--- src/rtl/histogram_ctrl.sv ---
// rtl/histogram_ctrl.sv - histogram acquisition controller: clear, accumulate samples, read out bins
module histogram_ctrl #(
  parameter int AW = 8,
  parameter int DW = 16
) (
  input  logic          clk,
  input  logic          rst,
  input  logic          start,
  input  logic          abort,
  input  logic [DW-1:0] n_samples,
  input  logic          smp_valid,
  input  logic [AW-1:0] smp_bin,
  output logic          smp_ready,
  output logic          hist_clr_n,
  output logic [AW-1:0] hist_addr,
  output logic          hist_rw,
  input  logic [DW-1:0] hist_dout,
  output logic          rd_valid,
  input  logic          rd_ready,
  output logic [AW-1:0] rd_bin,
  output logic [DW-1:0] rd_count,
  output logic          rd_last,
  output logic [DW-1:0] acq_count,
  output logic          busy,
  output logic          done
);

  typedef enum logic [2:0] {
    S_IDLE,
    S_CLEAR,
    S_ACQ,
    S_RD_ADDR,
    S_RD_WAIT,
    S_RD_HOLD,
    S_DONE
  } state_t;

  localparam logic [AW-1:0] LAST_BIN = '1;
  localparam logic [AW-1:0] PTR_ONE  = AW'(1);
  localparam logic [DW-1:0] CNT_ONE  = DW'(1);

  state_t        state_q, state_d;
  logic [DW-1:0] n_lat_q, n_lat_d;
  logic [DW-1:0] acq_q, acq_d;
  logic [DW-1:0] rd_count_q, rd_count_d;
  logic [AW-1:0] ptr_q, ptr_d;
  logic          accept;

  // A sample is taken only while acquiring and not being cancelled.
  assign smp_ready = (state_q == S_ACQ) & ~abort;
  assign accept    = smp_valid & smp_ready;

  // State register and run datapath; reset drops everything back to idle at once.
  always_ff @(posedge clk or negedge rst) begin
    if (!rst) begin
      state_q    <= S_IDLE;
      n_lat_q    <= '0;
      acq_q      <= '0;
      rd_count_q <= '0;
      ptr_q      <= '0;
    end else begin
      state_q    <= state_d;
      n_lat_q    <= n_lat_d;
      acq_q      <= acq_d;
      rd_count_q <= rd_count_d;
      ptr_q      <= ptr_d;
    end
  end

  // Next-state and datapath updates; abort outranks every other transition.
  always_comb begin
    state_d    = state_q;
    n_lat_d    = n_lat_q;
    acq_d      = acq_q;
    rd_count_d = rd_count_q;
    ptr_d      = ptr_q;
    if (state_q != S_IDLE && abort) begin
      state_d = S_IDLE;
    end else begin
      case (state_q)
        S_IDLE: begin
          if (start && !abort) begin
            state_d = S_CLEAR;
            n_lat_d = n_samples;
            acq_d   = '0;
            ptr_d   = '0;
          end
        end
        S_CLEAR: begin
          state_d = (n_lat_q == '0) ? S_RD_ADDR : S_ACQ;
        end
        S_ACQ: begin
          if (accept) begin
            acq_d = acq_q + CNT_ONE;
            if ((acq_q + CNT_ONE) == n_lat_q) begin
              state_d = S_RD_ADDR;
            end
          end
        end
        S_RD_ADDR: begin
          state_d = S_RD_WAIT;
        end
        S_RD_WAIT: begin
          // Memory read data lands one cycle after the address was presented.
          rd_count_d = hist_dout;
          state_d    = S_RD_HOLD;
        end
        S_RD_HOLD: begin
          if (rd_ready) begin
            if (ptr_q == LAST_BIN) begin
              state_d = S_DONE;
            end else begin
              ptr_d   = ptr_q + PTR_ONE;
              state_d = S_RD_ADDR;
            end
          end
        end
        S_DONE: begin
          state_d = S_IDLE;
        end
        default: begin
          state_d = S_IDLE;
        end
      endcase
    end
  end

  // Memory control and readout outputs decoded from the current state.
  always_comb begin
    hist_clr_n = (state_q != S_CLEAR);
    hist_rw    = ~accept;
    hist_addr  = '0;
    if (accept) begin
      hist_addr = smp_bin;
    end else if (state_q == S_RD_ADDR || state_q == S_RD_WAIT) begin
      hist_addr = ptr_q;
    end
    rd_valid  = (state_q == S_RD_HOLD);
    rd_bin    = ptr_q;
    rd_count  = rd_count_q;
    rd_last   = (state_q == S_RD_HOLD) && (ptr_q == LAST_BIN);
    acq_count = acq_q;
    busy      = (state_q != S_IDLE);
    done      = (state_q == S_DONE);
  end

endmodule

--- config.mk ---
export PLATFORM = sky130hd
export DESIGN_NAME = histogram_ctrl
export DESIGN_NICKNAME = d
export VERILOG_FILES = /design/src/rtl/histogram_ctrl.sv
export SDC_FILE = /design/constraint.sdc
export NUM_CORES = 1
export LEC_CHECK = 0
export ABC_AREA = 1
export BUFFER_PORTS_ARGS = -buffer_cell sky130_fd_sc_hd__buf_2
export CAP_MARGIN = 20
export CORE_UTILIZATION = 25
export DETAILED_ROUTE_END_ITERATION = 6
export PLACE_DENSITY = 0.48
export SLEW_MARGIN = 40
export SYNTH_ARGS = -nofsm -noshare
export SYNTH_HDL_FRONTEND = slang
export SYNTH_SLANG_ARGS = --single-unit
export TNS_END_PERCENT = 5
--- constraint.sdc ---
create_clock -name clk -period 1.6 [get_ports clk]
set_input_delay 0.16 -clock clk [delete_from_list [all_inputs] [get_ports clk]]
set_output_delay 0.16 -clock clk [all_outputs]
set_load 0.005 [all_outputs]
Yosys cells after proc, flatten, opt, wreduce, memory -nomap -nowiden
Index checks and enable logic that the tools add are counted.

operators by class
  add/sub/neg operators = 2
  multipliers = 0
  div/mod/pow operators = 0
  order comparisons = 0
  eq/ne operators = 17
  shifts and indexed selects = 0
  multiplexer cells = 17
  bitwise logic cells = 5
  reductions and logical operators = 15

operators with widths
  cell                                                    count
  two-way mux 8 bit                                       5
  two-way mux 16 bit                                      2
  case mux 16 bit (2 select lines)                        1
  two-way mux 3 bit                                       6
  case mux 3 bit (6 select lines)                         1
  adder 16 x 1 -> 16 bit (second input constant)          1
  equality test 16 bit                                    1
  zero test 16 bit                                        1
  case mux 8 bit (2 select lines)                         1
  equality test 3 bit (second input constant)             3
  inequality test 3 x 1 -> 1 bit (second input constant)  3
  adder 8 x 1 -> 8 bit (second input constant)            1
  equality test 8 bit (second input constant)             1
  AND reduction 4 bit                                     2
  equality test 3 x 2 -> 1 bit (second input constant)    2
  inequality test 2 bit (second input constant)           3
  AND reduction 5 bit                                     1
  nonzero test 2 bit                                      2
  equality test 3 x 1 -> 1 bit (second input constant)    1
  logical AND 1 bit                                       3
  zero test 3 bit                                         1
  inequality test 3 x 2 -> 1 bit (second input constant)  1
  inequality test 3 bit (second input constant)           1
  NOT 1 bit                                               3
  8 further kinds                                         9

word-level totals
  bits in registers = 59
  bits in latches = 0
  RAM bits = 0
  ROM bits = 0
  bits of input ports = 46
  memories = 0

Longest topological paths before layout
  depth in word-level cells = 6
  mapped depth = 17
  gate-level depth less buffers = 17

Least setup slack after synthesis
Ideal clock, no wire load.

  path type = flip-flop to flip-flop
  from = register acq_q[0] (netlist: acq_count[0])
  to = register state_q[1]
  library setup time = 117 ps
  arrival time = 1696 ps
  slack = -212 ps
  cell stages (with the launch flop) = 17
  period minus slack after synthesis = 1812 ps
  cells stage by stage = dfrtp_1 -> ha_1 -> nand2_1 -> nor2_2 -> nand2_1 -> nand2_1 -> nand2_1 -> nand2_1 -> nand2_1 -> nor2_1 -> nand3_1 -> nor2_1 -> nand2_1 -> nand2_2 -> nand2_1 -> nand2_1 -> nand2_1

on the way
  word-level cells in the longest chain between the ends = 4

RTL lines
  element                                   line  RTL
  start, declared                           44    logic [DW-1:0] acq_q, acq_d;
  start signal, assigned                    64    acq_q <= acq_d;
  adder 16 x 1 -> 16 bit                    95    if ((acq_q + CNT_ONE) == n_lat_q) begin
  equality test 16 bit                      95
  inequality test 3 x 1 -> 1 bit (no line)  n/a
  AND reduction 4 bit (no line)             n/a
  end signal, assigned                      62    state_q <= state_d;
  end, declared                             42    state_t state_q, state_d;

No other way between the ends.
A chain may end at the register's enable or synchronous reset.

Worst setup path in the final report
  from = register acq_q[2] (netlist: acq_count[2])
  to = register state_q[1]

The elaborated chain is that of the path after synthesis.

==> metrics <==
outcome=finished with violations; failing checks=negative setup slack; fin crit share=1.171; CP Capture Type=register; Worst Path Max Fanout=4; Fillers=~1300; pre-CTS setup slack=-0.3352 ns; Worst Reg-to-Reg Cells=16; static leakage=between 2 and 3 nW; largest net degree at the start of global routing=30; worst vdd ir=0.7273 mV; R2R Setup Slk=-0.27 ns; # IOs=between 100 and 150; GP Congestion=around 0.84; Total Power=6.478 mW; fin area=5298 um2; dominant cells by area after synthesis=dfrtp_1 44%, nand2_1 13%, nand3_1 7.3%; Pre-Repair DR Iteration Count=4; Final Hold Viols=0; H-tree depth=3; Syn Inst Count=431; post-layout min period=1.873 ns; Max Slew Vio Count=0; total CTS buffers=9; CTS root buf=clkbuf_16; Starting Density=0.2609; total wire length=~11000 um; hpwl dp=8535 um; Netlist cell types=30; sequential area share after synthesis=0.4413; crit path from=acq_count[2]; relative slew slack=0.8031; switching share of total power=0.3285; initial antenna violation count=0; combinational fraction of design power=0.352; via count=3690; Synth area leader=dfrtp_1; P&R area growth vs syn=58.34%; Yosys reg bits=59; Bufs on Longest Clock Path=2; Max-Cap Viols=0; clk_skew=0.003587 ns; hold path startpoint=n_samples[0]; vias in the first global route=approximately 3700; Endpoint, Worst Hold=n_lat_q[0]; GRT overflow=0; clk_lat worst skew=0.33 ns; Finished Layout Cells=808; fraction of layout cells with a size suffix above 1=0.4481; Worst R2R Start=acq_count[2]; # setup viols final=19; CTS tree=built; drt wl/cell=13.65 um; Crit Path Category=register to register; most common cell after layout, fill and taps aside=nand2_1; FF-to-FF End=state_q[1]; die footprint=13850 um2; clock power share=0.313; ANT cells=0; Vias/cell=4.567; post-synthesis average cell area=7.763 um2; Hold Path Stages=3; Psw=between 2 and 2.5 mW; Core Region=12820 um2; GRT Total Usage=0.1638; first-pass GRT wire length=18110 um; port bufs=100; data arrival time of the worst path=approximately 2.1 ns; fin nets=679; Startpoint Class=register; RSZ-0062 raised after global routing=true; worst endpoint required time=1.82 ns; Worst Tran Pin Value=roughly 0.29 ns; CTS sink count=59; Post-Syn Nets=between 400 and 500; Die Wd=around 120 um; total internal power=between 4 and 5 mW; most frequent cells in the layout=105 x nand2_1, 100 x buf_2, 87 x buf_4, 53 x dfrtp_1, 46 x inv_1; Initial DRC Count=115; Sequential Power Share=0.335; residual DRC count=0; Warnings, synthesis=0; final worst slack=-0.2730 ns; DRT antenna net count=0; Placed Cells=780; PwrDens=~1200 nW/um2; DIE HEIGHT=117.7 um; Row Count=41; Clk pin slew, worst setup/hold paths=roughly 0.050 ns; Cell Area, Synth=3346 um2; max frequency=0.5339 GHz; Cell Area, Placed=4726 um2; top-area cell type share of the netlist area=0.4413; Hold WC Path Type=input port to register
## worst max-delay path, cell delays in order, from the launching register on
cell	delay, ns
dfrtp_2	0.43
buf_6	0.14
buf_4	0.13
nand2_1	0.07
nor2_2	0.05
nand2_1	0.08
nand2_1	0.08
nand3_1	0.08
nand2_1	0.06
nor2_1	0.11
nand3_1	0.09
nor2_1	0.10
nand2_1	0.08
nand2_2	0.10
nand2_1	0.05
nand2_1	0.07
nand2_1	0.05
## kinds of logic after synthesis
logic type	Yosys count	share of synthesized area
AND/OR/NAND/NOR	231	0.3115
buffers and inverters	61	0.06918
flip-flops	59	0.4413
AO/OA/AOI/OAI	55	0.09013
multiplexers	16	0.05385
XOR/XNOR	7	0.02655
adder cells (fa/ha/maj)	2	0.007478
## power groups by stage
stage                     Combinational [mW]  Clock [mW]  Sequential [mW]
after floorplan                         1.09           0             2.13
after global placement                  2.07           0             2.17
after detailed placement                2.08           0             2.18
after CTS                               2.30        2.08             2.17
after global routing                    2.54        2.15             2.22
final                                   2.28        2.03             2.17
## cell usage after synthesis
cell type and number:
nand2_4 1, nand4_1 9, a21oi_1 11, xnor3_1 2
clkbuf_1 6, nor3_1 9, mux2_2 16, o32ai_1 1
inv_1 51, o21ai_0 29, buf_2 2, ha_1 2
xnor2_1 1, nand2_1 116, nor2_8 1, nor2_2 7
nor2_4 2, nand3_2 1, a211oi_1 1, nand2_2 4
dfrtp_1 59, o21ai_2 1, nor2_1 29, clkinv_1 1
xor2_1 4, nor4_1 3, nand3_1 49, o21a_1 1
inv_2 1, o22ai_1 11
## flip-flops by register name, indices dropped and copies added (netlist names)
register / flops
acq_count: 16
n_lat_q: 16
rd_bin: 8
rd_count: 16
state_q: 3
## timing repair
| item | CTS | global route |
|---|---|---|
| cloned | 1 | 0 |
| endpoints found under the hold margin | 29 | 0 |
| hold buffers | 1 | 0 |
| pin swaps | 11 | 18 |
| buffers inserted | 8 | 2 |
| resized for setup | 40 | 19 |
| endpoints found under the setup margin | 49 | 68 |
## how the worst max path moves through the flow
stage,slack [ns],endpoint
after floorplan,-0.11,rd_bin[7]
after global placement,-0.28,state_q[1]
after detailed placement,-0.34,state_q[1]
after CTS,-0.24,state_q[1]
after global routing,-0.45,state_q[1]
final,-0.27,state_q[1]
## per-layer routing
layer / track usage / up-vias / wire length, um
met2: 0.2772 / 100 / 5411
met1: 0.2099 / 1744 / 5014
li1: - / 1833 / -
met4: 0.04327 / 0 / 127
met3: 0.03537 / 13 / 477
met5: 0 / - / 0
## through the flow
step	hold slack [ns]	setup TNS, ns	utilization
detailed placement	0.04868	-3.229	0.3685
global placement	0.05015	-1.878	0.3685
global route	0.03420	-8.052	0.4131
CTS	0.02490	-2.980	0.4072
floorplan	-0.1356	-0.2808	-
finish	0.02731	-2.645	0.4131
## layout make-up
class / count / area (um2) / share of cell area
Tap cell: 172 / 215.2 / 0.04062
Clock inverter: 5 / 77.57 / 0.01464
Sequential cell: 59 / 1484 / 0.2801
Timing Repair Buffer: 197 / 1282 / 0.2421
Clock buffer: 11 / 232.7 / 0.04393
Multi-Input combinational cell: 311 / 1804 / 0.3406
Inverter: 53 / 201.4 / 0.03803
Power figures use the tool's default switching activity.
